<file path="src/rtl/gpu_pkg.sv">
// Shared layout constants and packing helper for the instruction FIFO word.
// encode_block packs with pack_word; decode_block unpacks with the same positions.
package gpu_pkg;

  localparam int VTX_COORD_W = 8;
  localparam int VTX_SLOTS   = 3;
  localparam int SLOT_W      = 2 * VTX_COORD_W;
  localparam int COORDS_W    = SLOT_W * VTX_SLOTS;
  localparam int FIFO_W      = 34 + COORDS_W;

  localparam int INST_TYPE_BIT = FIFO_W - 1;
  localparam int FILL_TYPE_BIT = FIFO_W - 2;
  localparam int LAYER_LSB     = FIFO_W - 4;
  localparam int TEX_LSB       = FIFO_W - 6;
  localparam int COLOR_LSB     = FIFO_W - 30;
  localparam int VNUM_LSB      = FIFO_W - 32;
  localparam int COORD_LSB     = 0;

  typedef enum logic [1:0] {IDLE, VERTS, PUSH} enc_state_t;

  typedef struct packed {
    logic        inst_type;
    logic        fill_type;
    logic [1:0]  layer_num;
    logic [1:0]  texture_code;
    logic [23:0] color_code;
    logic [1:0]  vertice_num;
  } enc_hdr_t;

  // Bits [VNUM_LSB-1:COORDS_W] are reserved and stay zero.
  function automatic logic [FIFO_W-1:0] pack_word(input enc_hdr_t h,
                                                  input logic [COORDS_W-1:0] coords);
    logic [FIFO_W-1:0] w;
    w = '0;
    w[INST_TYPE_BIT]        = h.inst_type;
    w[FILL_TYPE_BIT]        = h.fill_type;
    w[LAYER_LSB +: 2]       = h.layer_num;
    w[TEX_LSB +: 2]         = h.texture_code;
    w[COLOR_LSB +: 24]      = h.color_code;
    w[VNUM_LSB +: 2]        = h.vertice_num;
    w[COORD_LSB +: COORDS_W] = coords;
    return w;
  endfunction

endpackage

</file>
<file path="src/rtl/encode_block.sv">
// Instruction encoder: collects a header plus 0-3 vertices over valid/ready
// and writes one packed word into the instruction FIFO when it has room.
module encode_block
  import gpu_pkg::*;
#(
  parameter int COORD_W   = VTX_COORD_W,
  parameter int MAX_VERTS = VTX_SLOTS
) (
  input  logic              clk,
  input  logic              n_rst,
  input  logic              hdr_valid,
  output logic              hdr_ready,
  input  logic              inst_type,
  input  logic              fill_type,
  input  logic [1:0]        layer_num,
  input  logic [1:0]        texture_code,
  input  logic [23:0]       color_code,
  input  logic [1:0]        vertice_num,
  input  logic              vtx_valid,
  output logic              vtx_ready,
  input  logic [COORD_W-1:0] vtx_x,
  input  logic [COORD_W-1:0] vtx_y,
  input  logic              fifo_full,
  output logic              fifo_wenable,
  output logic [FIFO_W-1:0] fifo_data,
  output logic              busy
);

  localparam int VSLOT_W = 2 * COORD_W;
  localparam int CRD_W   = VSLOT_W * MAX_VERTS;

  enc_state_t       state_q, state_d;
  enc_hdr_t         hdr_q, hdr_d;
  logic [CRD_W-1:0] coords_q, coords_d;
  logic [1:0]       vcnt_q, vcnt_d;

  always_ff @(posedge clk or negedge n_rst) begin
    if (!n_rst) begin
      state_q  <= IDLE;
      hdr_q    <= '0;
      coords_q <= '0;
      vcnt_q   <= '0;
    end else begin
      state_q  <= state_d;
      hdr_q    <= hdr_d;
      coords_q <= coords_d;
      vcnt_q   <= vcnt_d;
    end
  end

  always_comb begin
    state_d      = state_q;
    hdr_d        = hdr_q;
    coords_d     = coords_q;
    vcnt_d       = vcnt_q;
    hdr_ready    = 1'b0;
    vtx_ready    = 1'b0;
    fifo_wenable = 1'b0;
    unique case (state_q)
      IDLE: begin
        hdr_ready = 1'b1;
        if (hdr_valid) begin
          hdr_d.inst_type    = inst_type;
          hdr_d.fill_type    = fill_type;
          hdr_d.layer_num    = layer_num;
          hdr_d.texture_code = texture_code;
          hdr_d.color_code   = color_code;
          hdr_d.vertice_num  = vertice_num;
          coords_d           = '0;
          vcnt_d             = '0;
          state_d            = (vertice_num != 2'd0) ? VERTS : PUSH;
        end
      end
      VERTS: begin
        vtx_ready = 1'b1;
        if (vtx_valid) begin
          for (int k = 0; k < MAX_VERTS; k++) begin
            if (vcnt_q == 2'(k)) coords_d[k*VSLOT_W +: VSLOT_W] = {vtx_x, vtx_y};
          end
          vcnt_d = vcnt_q + 2'd1;
          if (vcnt_q == hdr_q.vertice_num - 2'd1) state_d = PUSH;
        end
      end
      PUSH: begin
        // Write strobe is combinational so a full FIFO stalls without losing a cycle.
        fifo_wenable = !fifo_full;
        if (!fifo_full) state_d = IDLE;
      end
      default: state_d = IDLE;
    endcase
  end

  assign fifo_data = pack_word(hdr_q, coords_q);
  assign busy      = (state_q != IDLE);

endmodule
</file>
<file path="config.mk">
export PLATFORM = sky130hd
export DESIGN_NAME = encode_block
export DESIGN_NICKNAME = d
export VERILOG_FILES = /design/src/rtl/gpu_pkg.sv /design/src/rtl/encode_block.sv
export SDC_FILE = /design/constraint.sdc
export NUM_CORES = 1
export LEC_CHECK = 0
export ABC_CLOCK_PERIOD_IN_PS = 4850
export BUFFER_PORTS_ARGS = -buffer_cell sky130_fd_sc_hd__buf_2
export CAP_MARGIN = 0
export CORE_UTILIZATION = 50
export CTS_BUF_LIST = sky130_fd_sc_hd__clkbuf_4 sky130_fd_sc_hd__clkbuf_8
export DETAILED_ROUTE_END_ITERATION = 12
export PLACE_DENSITY = 0.9
export SYNTH_ARGS = -nofsm -noshare
export SYNTH_HDL_FRONTEND = slang
export SYNTH_SLANG_ARGS = --single-unit
</file>
<file path="constraint.sdc">
create_clock -name clk -period 4.85 [get_ports clk]
set_clock_uncertainty 0.05 [all_clocks]
set_input_delay 0.7275 -clock clk [delete_from_list [all_inputs] [get_ports clk]]
set_output_delay 0.7275 -clock clk [all_outputs]
set_load 0.03 [all_outputs]
</file>
# ---- Yosys cells after proc, flatten, opt, wreduce, memory -nomap -nowiden
# Cells that the tools add are included.
dict set report word_totals {
  mem_bits_rw 0
  ff_bits 84
  latchBits 0
  wordCells 55
  n_memories 0
  output_inout_bits 86
  mem_bits_ro 0
}
dict set report classes {
  add_sub_neg 2
  shift 0
  eq_ne 12
  n_reduce_logical 12
  multipliers 0
  n_lt_le_gt_ge 0
  div_mod_pow 0
  mux 18
  bitwise 0
}
# cell n
set op_table {}
lappend op_table {{two-way mux 48 bit} 2}
lappend op_table {{case mux 48 bit (2 select lines)} 1}
lappend op_table {{two-way mux 16 bit} 3}
lappend op_table {{AND reduction 4 bit} 4}
lappend op_table {{two-way mux 2 bit} 7}
lappend op_table {{!= test 2 bit (second input constant)} 7}
lappend op_table {{case mux 2 bit (3 select lines)} 1}
lappend op_table {{nonzero test 2 bit} 3}
lappend op_table {{== test 2 x 1 -> 1 bit (second input constant)} 2}
lappend op_table {{== test 2 bit (second input constant)} 2}
lappend op_table {{logical NOT 2 bit} 2}
lappend op_table {{case mux 2 bit (2 select lines)} 1}
lappend op_table {{two-way mux 1 bit} 3}
lappend op_table {{AND reduction 3 bit} 1}
lappend op_table {{adder 2 x 1 -> 2 bit (second input constant)} 1}
lappend op_table {{== test 2 bit} 1}
lappend op_table {{AND reduction 2 bit} 1}
lappend op_table {{subtractor 2 x 1 -> 2 bit (second input constant)} 1}
lappend op_table {{logical NOT 1 bit} 1}

# ---- Logic depth before layout (Yosys ltp)
dict set report logic_depth {
  ltp_word 5
  ltp_mapped 7
  ltp_nobuf 6
}

# ---- Least setup slack after synthesis
# OpenSTA, ideal clock, no wires.
dict set report synth_timing {
  path_type {input-to-output}
  from {input port fifo_full}
  to {output port fifo_wenable}
  arrival_time_ns 1.454
  path_slack_ns 2.618
  cell_stages 1
  t_required_ns 4.073
  path_cell_list {nor3b_1}
}
dict set report synth_between {
  elab_chain_cells 2
}
# element line_no
set synth_lines {}
lappend synth_lines {{start, declared} encode_block.sv:23} ;# input logic fifo_full,
lappend synth_lines {{logical NOT 1 bit} --}
lappend synth_lines {{two-way mux 1 bit} encode_block.sv:59} ;# unique case (state_q)
lappend synth_lines {{end, declared} encode_block.sv:24} ;# output logic fifo_wenable,
# Every way passes these cells.

# ---- Worst setup path after layout
dict set report layout_timing {
  from {register state_q[0]}
  to {output port vtx_ready}
}
dict set report layout_between {
  elab_chain_cells 2
}
# element line_no
set layout_lines {}
lappend layout_lines {{start, declared} encode_block.sv:32} ;# enc_state_t state_q, state_d;
lappend layout_lines {{start signal, assigned} encode_block.sv:44} ;# state_q <= state_d;
lappend layout_lines {{== test 2 x 1 -> 1 bit} encode_block.sv:59}
lappend layout_lines {{two-way mux 1 bit} encode_block.sv:59}
lappend layout_lines {{end, declared} encode_block.sv:20} ;# output logic vtx_ready,
# Every way passes these cells.

==> results.md <==
* Status: completed
* Syn Inst Count at 284
* Clock tree from TritonCTS: yes
* Grt total ovfl at 0
* Core box area at 6350 um2
* Ys flop type: dfrtp_1
* Tot Pwr at 3.14 mW
* Switching share of power at 0.459
* Worst path cell trace: nor2b_2 -> buf_2
* Setup WS post-layout at 2030 ps
* Die X-Extent at 83.3 um
* CP max-delay cell: nor2b_2
* Initial Utilization at 0.521
* Initial DRT Pass Iterations at 4
* EDFF count, synth at 0
* Worst slew pin tran at 1020 ps
* Clk Latency, worst-skew pair at 330 ps
* Synth async-reset ratio at 1.00
* Count leader, synth: dfrtp_1
* Mean Syn Cell Area at 11.6 um2
* Die Ht at 83.3 um
* Cell taking the most area after synthesis: dfrtp_1
* Cell count after placement at 481
* Startpoint Class: flop
* Fin crit share at 0.581
* Clock power share at 0.152
* First-pass GRT wire length at 11.8 mm
* DR iter-0 viols at 141
* TritonCTS Buffers at 9
* Net load switching power at 1.44 mW
* Core Rows at 29
* Number of global-route vias before repair at 2,526
* Largest net degree at the start of global routing at 85
* CP peak stage delay at 800 ps
* CP required at 4070 ps
* Worst slew margin at 0.323
* DR vias at 2,533
* Gpl congestion at 0.793
* Area of the die at 6940 um2
* Htree depth at 3
* Post-synth top area share at 0.636
* Worst Path Buf+Inv at 1
* Initial antenna violation count at 0
* Lkg Pwr at 2.16 nW
* Post-CTS setup buffers at 0
* Gate power share at 0.478
* Clock transition at path regs at 80 ps
* Clock sink count at 84
* Cell internal pwr at 1.70 mW
* Count of input and output buffers at 136
* Total Wirelength at 7.11 mm
* Post-synth top cells: 84 x dfrtp_1, 67 x nand2_1, 50 x o21ai_0, 33 x mux2_2, 9 x clkbuf_1
* Clock Tree Buf Depth at 2
* IR drop worst, VDD at 0.382 mV
* Drt drc at 0
* CTS Root Cell: clkbuf_8
* Io pins at 139
* Synth cell types at 24
* Power Density at 751 nW/um2
* Vias per cell at 5.10
* Hold Path Class: flop to flop
* Hpwl dp at 5.12 mm
* Pre-CTS setup slack at 2380 ps
* Max FO, Critical Path at 21
* RSZ-0062 raised after global routing: no
* Fillers at 506
* Share of layout cells above drive strength 1 at 0.450
* Post-route cell area at 4190 um2
* Final Core Density at 0.659
* Final net count at 471
* Min Tclk post-route at 2820 ps
* CP Class: flop to output pin
* Final hold slack at 429 ps
* Slew Viols, Final at 0
* Delay-heaviest family, CP: simple AND/OR/NAND/NOR gates
* #FFs+latches synth at 84
* Final setup viols at 0
* Fmax achieved at 355 MHz
* Synthesis Warnings at 0
* Area grow syn2layout at 26.6%
* Post-synthesis cell area at 3310 um2
* Fraction of the yosys area taken by sequential cells at 0.636
* GRT Total Usage at 0.216
* Average routed wire per standard cell at 14.3 um
* Placed instance area at 4000 um2
* Setup tns final at 0 ps
* Hold_buf cts at 0
* Critical path arrival at 2040 ps
* Final hold viol count at 0
* Ant diodes at 0
* Crit end category: output pin
* Post_cts resized at 0
* Antenna Nets Post-Route at 0
* Sequential share of power at 0.370
* Ranking of synthesized cells by area: dfrtp_1 64%, mux2_2 11%, nand2_1 7.6%
* Maxcap violations at 0
* Layout Cells excl Fill at 497
## routing by layer
| layer | GRT usage | up-vias | share of wire |
|---|---|---|---|
| met2 | 0.388 | 76 | 0.54 |
| met5 | 0 | - | 0 |
| li1 | - | 1212 | - |
| met1 | 0.248 | 1231 | 0.40 |
| met4 | 0.0862 | 0 | 0.022 |
| met3 | 0.0487 | 14 | 0.041 |
## cell type report
class | count | area (um2) | share of cell area
sequential | 84 | 2100 | 0.502
multi-input combinational | 179 | 1090 | 0.261
timing repair buffer | 137 | 691 | 0.165
clock buffer | 11 | 139 | 0.0332
tap | 77 | 96.3 | 0.0230
clock inverter | 5 | 52.6 | 0.0126
inverter | 4 | 15.0 | 0.00359
## power by group through the flow
stage                     clock network (mW)  registers [mW]  logic (mW)
after floorplan                            0            1.70       0.552
after global routing                   0.524            1.20        1.61
after global placement                     0            1.15        1.48
after detailed placement                   0            1.17        1.52
final                                  0.478            1.16        1.50
after CTS                              0.493            1.16        1.52
## flip-flops by register name, indices dropped and copies added, names as in the netlist
register,count
fifo_data,32
state_q,2
vcnt_q,2
coords_q,48
## worst min-delay path, cell delays in order, from the launching register on
cell     delay [ps]
dfrtp_1         340
nand2_1          40
o21ai_0          60
## cells in the final DEF, fill, tap and decap left out
| cell type | Yosys | layout |
|---|---|---|
| nand3_1 | 3 | 3 |
| clkinv_2 | 0 | 3 |
| dfrtp_1 | 84 | 84 |
| clkbuf_4 | 0 | 2 |
| conb_1 | 1 | 2 |
| nand2b_1 | 1 | 1 |
| a32o_1 | 2 | 2 |
| bufinv_16 | 0 | 1 |
| nor3b_4 | 1 | 1 |
| mux2_2 | 33 | 33 |
| nor2_1 | 5 | 5 |
| nor2b_2 | 0 | 1 |
| inv_1 | 4 | 4 |
| buf_4 | 3 | 2 |
| mux2i_1 | 1 | 1 |
| xnor2_1 | 1 | 1 |
| a21o_1 | 3 | 3 |
| ha_1 | 3 | 3 |
| a22oi_1 | 1 | 1 |
| buf_2 | 3 | 135 |
| o21ai_0 | 50 | 50 |
| nor2b_1 | 3 | 2 |
| clkbuf_8 | 0 | 9 |
| nor3b_1 | 1 | 1 |
| nand2_1 | 67 | 67 |
| clkinvlp_4 | 0 | 1 |
| a21oi_2 | 1 | 1 |
| o211ai_1 | 1 | 1 |
## kinds of logic (layout without fill, tap and decap cells)
kind of cell,Yosys count,after routing,share of synthesized area
multiplexers,34,34,0.115
flip-flops,84,84,0.636
AO/OA/AOI/OAI,58,58,0.0957
buffers and inverters,22,157,0.0363
XOR/XNOR,1,1,0.00265
adder cells (fa/ha/maj),3,3,0.0114
other,1,2,0.00113
AND/OR/NAND/NOR,81,81,0.102
## worst paths after layout
kind | slack, ps | start | cells past startpoint | endpoint
setup / recovery | 2030 | state_q[0] | 2 | vtx_ready
hold / removal | 430 | coords_q[14] | 2 | coords_q[14]
setup reg to reg | 2720 | state_q[0] | 3 | state_q[0]
hold reg to reg | 430 | coords_q[14] | 2 | coords_q[14]
max in group asynchronous | 3590 | n_rst | 1 | fifo_data[72]
min in group asynchronous | 500 | n_rst | 1 | coords_q[42]
(Power assumes the default switching activity.)
